--- config.mk ---
export PLATFORM = sky130hd
export DESIGN_NAME = panel_out_shifter_flat
export DESIGN_NICKNAME = d
export VERILOG_FILES = /design/src/rtl/panel_out_shifter_if.sv /design/src/rtl/panel_out_shifter.sv /design/src/flat_wrapper.sv
export SDC_FILE = /design/constraint.sdc
export NUM_CORES = 1
export LEC_CHECK = 0
export CORE_MARGIN = 3
export CORE_UTILIZATION = 57
export CTS_CLUSTER_SIZE = 40
export DETAILED_ROUTE_END_ITERATION = 10
export PLACE_DENSITY_LB_ADDON = 0.08
export SLEW_MARGIN = 20
export SYNTH_ARGS = -nofsm -noshare
export SYNTH_HDL_FRONTEND = slang
export SYNTH_SLANG_ARGS = --single-unit
--- constraint.sdc ---
create_clock -name clk -period 3.02 [get_ports clk]
set_clock_uncertainty 0.15 [all_clocks]
set_input_delay 0.453 -clock clk [delete_from_list [all_inputs] [get_ports clk]]
set_output_delay 0.453 -clock clk [all_outputs]
set_load 0.02 [all_outputs]
--- src/rtl/panel_out_shifter_if.sv ---
// Parallel-side bundle of the panel output shifter: the vector to mirror, the force
// request, frame status and the three 74HC595-style pin drives.
interface panel_out_shifter_if #(
    parameter int WIDTH = 82
);
    logic [WIDTH-1:0] data_i;
    logic             force_i;
    logic             busy_o;
    logic             done_o;
    logic             sclk_o;
    logic             sdata_o;
    logic             latch_o;

    modport master (
        output data_i, force_i,
        input  busy_o, done_o, sclk_o, sdata_o, latch_o
    );

    modport slave (
        input  data_i, force_i,
        output busy_o, done_o, sclk_o, sdata_o, latch_o
    );
endinterface

--- src/rtl/panel_out_shifter.sv ---
// Serialises data_i MSB-first onto a 74HC595-style chain whenever it changes or on force.
// Define PANEL_OUT_PARITY_EN to append one even-parity bit after the payload.
module panel_out_shifter #(
    parameter int WIDTH   = 82,
    parameter int CLK_DIV = 4
) (
    input  logic               clk,
    input  logic               rst,
    panel_out_shifter_if.slave bus
);
`ifdef PANEL_OUT_PARITY_EN
    localparam int NBITS = WIDTH + 1;
`else
    localparam int NBITS = WIDTH;
`endif
    localparam int             CNT_W     = $clog2(NBITS + 1);
    localparam logic [7:0]     DIV_LAST  = 8'(CLK_DIV - 1);
    localparam logic [CNT_W-1:0] BIT_FIRST = CNT_W'(NBITS - 1);

    typedef enum logic [1:0] {S_IDLE, S_LOAD, S_SHIFT, S_LATCH} state_t;

    state_t             r_state;
    logic [WIDTH-1:0]   r_last_sent;
    logic [NBITS-2:0]   r_shreg;
    logic [CNT_W-1:0]   r_bitcnt;
    logic [7:0]         r_presc;
    logic               r_busy;
    logic               r_done;
    logic               r_sclk;
    logic               r_sdata;
    logic               r_latch;

    logic [NBITS-1:0]   w_frame;
    logic               w_start;
    logic               w_phase_end;

`ifdef PANEL_OUT_PARITY_EN
    assign w_frame = {bus.data_i, ^bus.data_i};
`else
    assign w_frame = bus.data_i;
`endif
    assign w_start     = (bus.data_i != r_last_sent) || bus.force_i;
    assign w_phase_end = (r_presc == DIV_LAST);

    // The entry edge into LOAD already presents the first bit, so the LOAD cycle is
    // the first cycle of that bit's low phase and the prescaler starts counting there.
    always_ff @(posedge clk or negedge rst) begin
        if (!rst) begin
            r_state     <= S_IDLE;
            r_last_sent <= '0;
            r_shreg     <= '0;
            r_bitcnt    <= '0;
            r_presc     <= '0;
            r_busy      <= 1'b0;
            r_done      <= 1'b0;
            r_sclk      <= 1'b0;
            r_sdata     <= 1'b0;
            r_latch     <= 1'b0;
        end else begin
            r_done <= 1'b0;
            case (r_state)
                S_IDLE: begin
                    r_presc <= '0;
                    if (w_start) begin
                        r_state     <= S_LOAD;
                        r_shreg     <= w_frame[NBITS-2:0];
                        r_last_sent <= bus.data_i;
                        r_bitcnt    <= BIT_FIRST;
                        r_busy      <= 1'b1;
                        r_sdata     <= w_frame[NBITS-1];
                        r_sclk      <= 1'b0;
                    end
                end
                S_LOAD, S_SHIFT: begin
                    r_state <= S_SHIFT;
                    if (!w_phase_end) begin
                        r_presc <= r_presc + 8'd1;
                    end else begin
                        r_presc <= '0;
                        if (!r_sclk) begin
                            r_sclk <= 1'b1;
                        end else begin
                            r_sclk <= 1'b0;
                            if (r_bitcnt == '0) begin
                                r_state <= S_LATCH;
                                r_latch <= 1'b1;
                                r_sdata <= 1'b0;
                            end else begin
                                r_bitcnt <= r_bitcnt - 1'b1;
                                r_sdata  <= r_shreg[NBITS-2];
                                r_shreg  <= r_shreg << 1;
                            end
                        end
                    end
                end
                S_LATCH: begin
                    if (!w_phase_end) begin
                        r_presc <= r_presc + 8'd1;
                    end else begin
                        r_presc <= '0;
                        r_latch <= 1'b0;
                        r_busy  <= 1'b0;
                        r_done  <= 1'b1;
                        r_state <= S_IDLE;
                    end
                end
                default: r_state <= S_IDLE;
            endcase
        end
    end

    assign bus.busy_o  = r_busy;
    assign bus.done_o  = r_done;
    assign bus.sclk_o  = r_sclk;
    assign bus.sdata_o = r_sdata;
    assign bus.latch_o = r_latch;
endmodule

--- src/flat_wrapper.sv ---
// flat-port wrapper written by rule: the top's interface ports become plain ports
module panel_out_shifter_flat 
#(
    parameter int WIDTH   = 82,
    parameter int CLK_DIV = 4
)
  (clk, rst, bus_data_i, bus_force_i, bus_busy_o, bus_done_o, bus_sclk_o, bus_sdata_o, bus_latch_o);
  panel_out_shifter_if #(.WIDTH(WIDTH)) bus_i ();
  input  logic clk;
  input  logic rst;
  input wire logic [$bits(bus_i.data_i)-1:0] bus_data_i;
  input wire logic [$bits(bus_i.force_i)-1:0] bus_force_i;
  output wire logic [$bits(bus_i.busy_o)-1:0] bus_busy_o;
  output wire logic [$bits(bus_i.done_o)-1:0] bus_done_o;
  output wire logic [$bits(bus_i.sclk_o)-1:0] bus_sclk_o;
  output wire logic [$bits(bus_i.sdata_o)-1:0] bus_sdata_o;
  output wire logic [$bits(bus_i.latch_o)-1:0] bus_latch_o;
  assign bus_i.data_i = bus_data_i;
  assign bus_i.force_i = bus_force_i;
  assign bus_busy_o = bus_i.busy_o;
  assign bus_done_o = bus_i.done_o;
  assign bus_sclk_o = bus_i.sclk_o;
  assign bus_sdata_o = bus_i.sdata_o;
  assign bus_latch_o = bus_i.latch_o;
  panel_out_shifter #(.WIDTH(WIDTH), .CLK_DIV(CLK_DIV)) u_core (.clk(clk), .rst(rst), .bus(bus_i));
endmodule
==> results.yml, run 1 <==
final_layout:
  antenna-diode-count: 0
  regArea_um2: 4630
  multiInputGateArea_um2: 4060
  area_growth_pct: 25.6
  fill_cells: 1096
  layout-drive-gt1-share_pct: 13.3
  design_area_um2: 11200
  nNetsFinal: 1029
  fin_cells: 1163
power_and_ir_drop:
  power_switching_mw: 1.33
  p_sw_share_pct: 24.1
  power_density_nw_per_um2: 492
  power_frac_comb_pct: 10.2
  intPower_mw: 4.19
  p_clk_share_pct: 41.6
  ir_worst_vdd_v: 0.000435
  cellLeakagePower_nw: 5.37
  p_seq_share_pct: 48.2
route:
  first_pass_iters: 10
  postRouteAntennaNets: 0
  viasPerCell: 5.55
  drt_first_iter_violations: 360
  top_layer: "met4"
  routed_wl_mm: 21.6
  drc: 2
  num_vias: 6456
  wl_per_cell_um: 18.6
  wl_met3_um: 746
  wl_met1_mm: 9.76
  dr_wl_met2_mm: 10.7
placed_design:
  place_congestion: 0.900
  dpl_cell_area_um2: 10600
  pre_cts_ws_ns: -0.327
  portBuffers: 89
  dpl.cell_count: 1130
  hpwl_mm: 15.3
die:
  dieArea_um2: 17200
  dieWidth_um: 131
  fp.dieH_um: 131
  rows: 45
  ios: 90
  placeableCoreArea_um2: 15300
  start_util_pct: 58.6
hold_path:
  min_path_type: "reg2reg"
  hp-start: "u_core.r_last_sent[36]$_DFFE_PN0P_"
  holdPathEnd: "u_core.r_last_sent[36]$_DFFE_PN0P_"
  holdPathStages: 1
synth:
  synth_ff_type: "dfrtp_1"
  synth_area_leaders: "dfrtp_1, mux2_1, mux2i_1"
  synth_nets: 881
  netlist.area_leader.share_pct: 51.8
  yosysUniqueCellTypes: 50
  synth_area_um2: 8940
  ys_warn_count: 0
  yosysTopAreaCell: "dfrtp_1"
  synthArstFlopShare_pct: 100
  synthTopCellsByCount: "dfrtp_1, nor2_1, a21oi_1"
  ys_ff_latch: 185
  synthCells: 791
  synth.avg_cell_area_um2: 11.3
  synth-seq-area-share_pct: 51.8
  synth-edff-count: 0
  yosysMostFrequentCell: "dfrtp_1"
timing:
  finalCritPeriodShare_pct: 99.2
  finalWorstPathRequiredPeriod_ns: 3.00
  relSlewSlack_pct: 48.5
  finalHoldViolations: 0
  worst_slew_pin_slew_ns: 0.772
  setup_ws_ns: 0.0231
  setup_viol: 0
  slew_violations: 0
  max_freq_ghz: 0.334
outcome:
  violations: "design-rule violations"
  outcome: "finished, violations left"
setup_path:
  cp-end-kind: "flop"
  arrival_ns: 3.13
  path_class: "in2reg"
  cp.required_ns: 3.15
  rr_startpoint: "u_core.r_bitcnt[0]$_DFFE_PN0P_"
  ff2ff_path_depth: 10
  startpoint_type: "input port"
  r2r_slack_ns: 0.16
  crit_start: "bus_data_i[13]"
  r2r_end: "u_core.r_shreg[43]$_DFFE_PN0P_"
  critPathMaxFanout: 116
global_routing:
  grt_pass1_vias: 6661
  grt_max_degree: 117
  antenna_found_initial: 0
  grt_pass1_wl_mm: 35.0
  overflow: 0
  track_usage_pct: 25.7
job:
  drv_cap: 0
clock_tree:
  clkSinkCount: 185
  cts_buffer_depth: 2
  cts-root-buf: "clkbuf_16"
  cts_tree: "done"
  cts_max_level: 4
  cts.clk_slew.worst_paths_ns: 0.07
  postCtsSetupBuffers: 0
  numCtsBuffers: 17
  clkLatencyLatePin_ns: 0.43
==> power by group through the flow <==
stage | Clock (mW) | Combinational, mW | Sequential (mW)
3_5_place_dp | 0 | 0.553 | 2.70
2_1_floorplan | 0 | 0.199 | 2.68
4_1_cts | 2.33 | 0.561 | 2.66
3_3_place_gp | 0 | 0.538 | 2.69
6_report | 2.30 | 0.561 | 2.66
5_1_grt | 2.42 | 0.613 | 2.67
==> logic make-up (layout without fill, tap and decap cells) <==
family                   after synthesis  count (layout)  synth area share [%]
flip-flops                           185             185                  51.8
AO/OA/AOI/OAI                        130             130                  8.60
multiplexers                         156             156                  18.5
XOR/XNOR                              61              61                  5.98
AND/OR/NAND/NOR                      193             193                  10.8
buffers and inverters                 61             222                  3.58
adder cells (fa/ha/maj)                5               5                 0.700
==> routing by layer <==
metal / vias to the layer above / global-route usage, %
met3: 25 / 5.32
li1: 3069 / -
met2: 134 / 43.0
met5: - / 0
met1: 3228 / 34.2
met4: 0 / 7.93
==> final cells by class <==
| class | count | share of cell area, % |
|---|---|---|
| timing repair buffer | 169 | 14.2 |
| inverter | 21 | 0.702 |
| sequential | 185 | 41.2 |
| clock buffer | 19 | 3.86 |
| multi-input combinational | 545 | 36.1 |
| tap | 211 | 2.35 |
| clock inverter | 13 | 1.50 |
==> state kept, by name (all words and copies together) (netlist names) <==
register / cells
u_core.r_shreg: 81
u_core.bus.busy_o: 1
u_core.bus.sclk_o: 1
u_core.bus.sdata_o: 1
u_core.bus.latch_o: 1
u_core.bus.done_o: 1
u_core.r_bitcnt: 7
u_core.r_last_sent: 82
u_core.r_presc: 8
u_core.r_state: 2
==> cells in the final DEF, fill, tap and decap left out, types with 3 or more instances in the layout <==
master,n
clkbuf_16,17
o21ai_1,3
nand4_1,6
mux2i_1,81
nand2b_1,24
dfrtp_1,185
mux2_1,74
nor4_2,5
o21ai_0,11
ha_1,4
nor4_1,10
buf_12,8
nand2_1,17
a221oi_1,3
bufinv_16,3
buf_4,71
nand3_1,8
nor2_1,92
a22o_1,6
a21oi_1,88
clkdlybuf4s50_1,88
o2111ai_1,3
nor2b_1,12
clkinvlp_4,3
xor2_1,59
nor3_1,5
inv_1,19
o2111a_1,4
==> critical path: stages <==
cell	delay, ns
clkdlybuf4s50_1	0.48
xnor2_2	0.26
o221ai_1	0.16
or4_4	0.54
nor4_4	0.35
buf_4	0.18
a31oi_4	0.11
buf_12	0.24
nor2_1	0.21
a21oi_1	0.07
==> stage by stage <==
step                setup TNS, ns  hold slack, ns  utilization, %  power (mW)
floorplan                       0         0.00741               -        2.88
global placement           -56.83           0.289            69.3        3.23
detailed placement         -45.36           0.292            69.3        3.25
CTS                             0           0.347            73.3        5.55
global route              -0.0414           0.357            73.6        5.70
finish                          0           0.343            73.6        5.52
==> repair_timing <==
action,in CTS,in global routing
endpoints found under the setup margin,0,142
hold endpoints to repair,52,0
hold buffers,1,0
gates resized for setup,0,7
==> worst max path at each step <==
| stage | to | slack, ns | cells after the start |
|---|---|---|---|
| final | u_core.r_shreg[43]$_DFFE_PN0P_ | 0.02 | 10 |
| after global routing | u_core.r_shreg[44]$_DFFE_PN0P_ | -0.02 | 10 |
| after CTS | u_core.r_shreg[43]$_DFFE_PN0P_ | 0.08 | 12 |
| after detailed placement | u_core.r_last_sent[18]$_DFFE_PN0P_ | -0.33 | 8 |
| after global placement | u_core.r_last_sent[22]$_DFFE_PN0P_ | -0.38 | 10 |
| after floorplan | u_core.r_last_sent[0]$_DFFE_PN0P_ | 0.47 | 8 |
(Power assumes the default switching activity.)
==> run 2: changes to the inputs <==
--- a/config.mk
+++ b/config.mk
@@ -14,3 +14,4 @@
 export SYNTH_ARGS = -nofsm -noshare
 export SYNTH_HDL_FRONTEND = slang
 export SYNTH_SLANG_ARGS = --single-unit
+export TNS_END_PERCENT = 10
==> results of run 2 <==
Same layout as run 1: the final DEF is identical, and so are final timing and power.
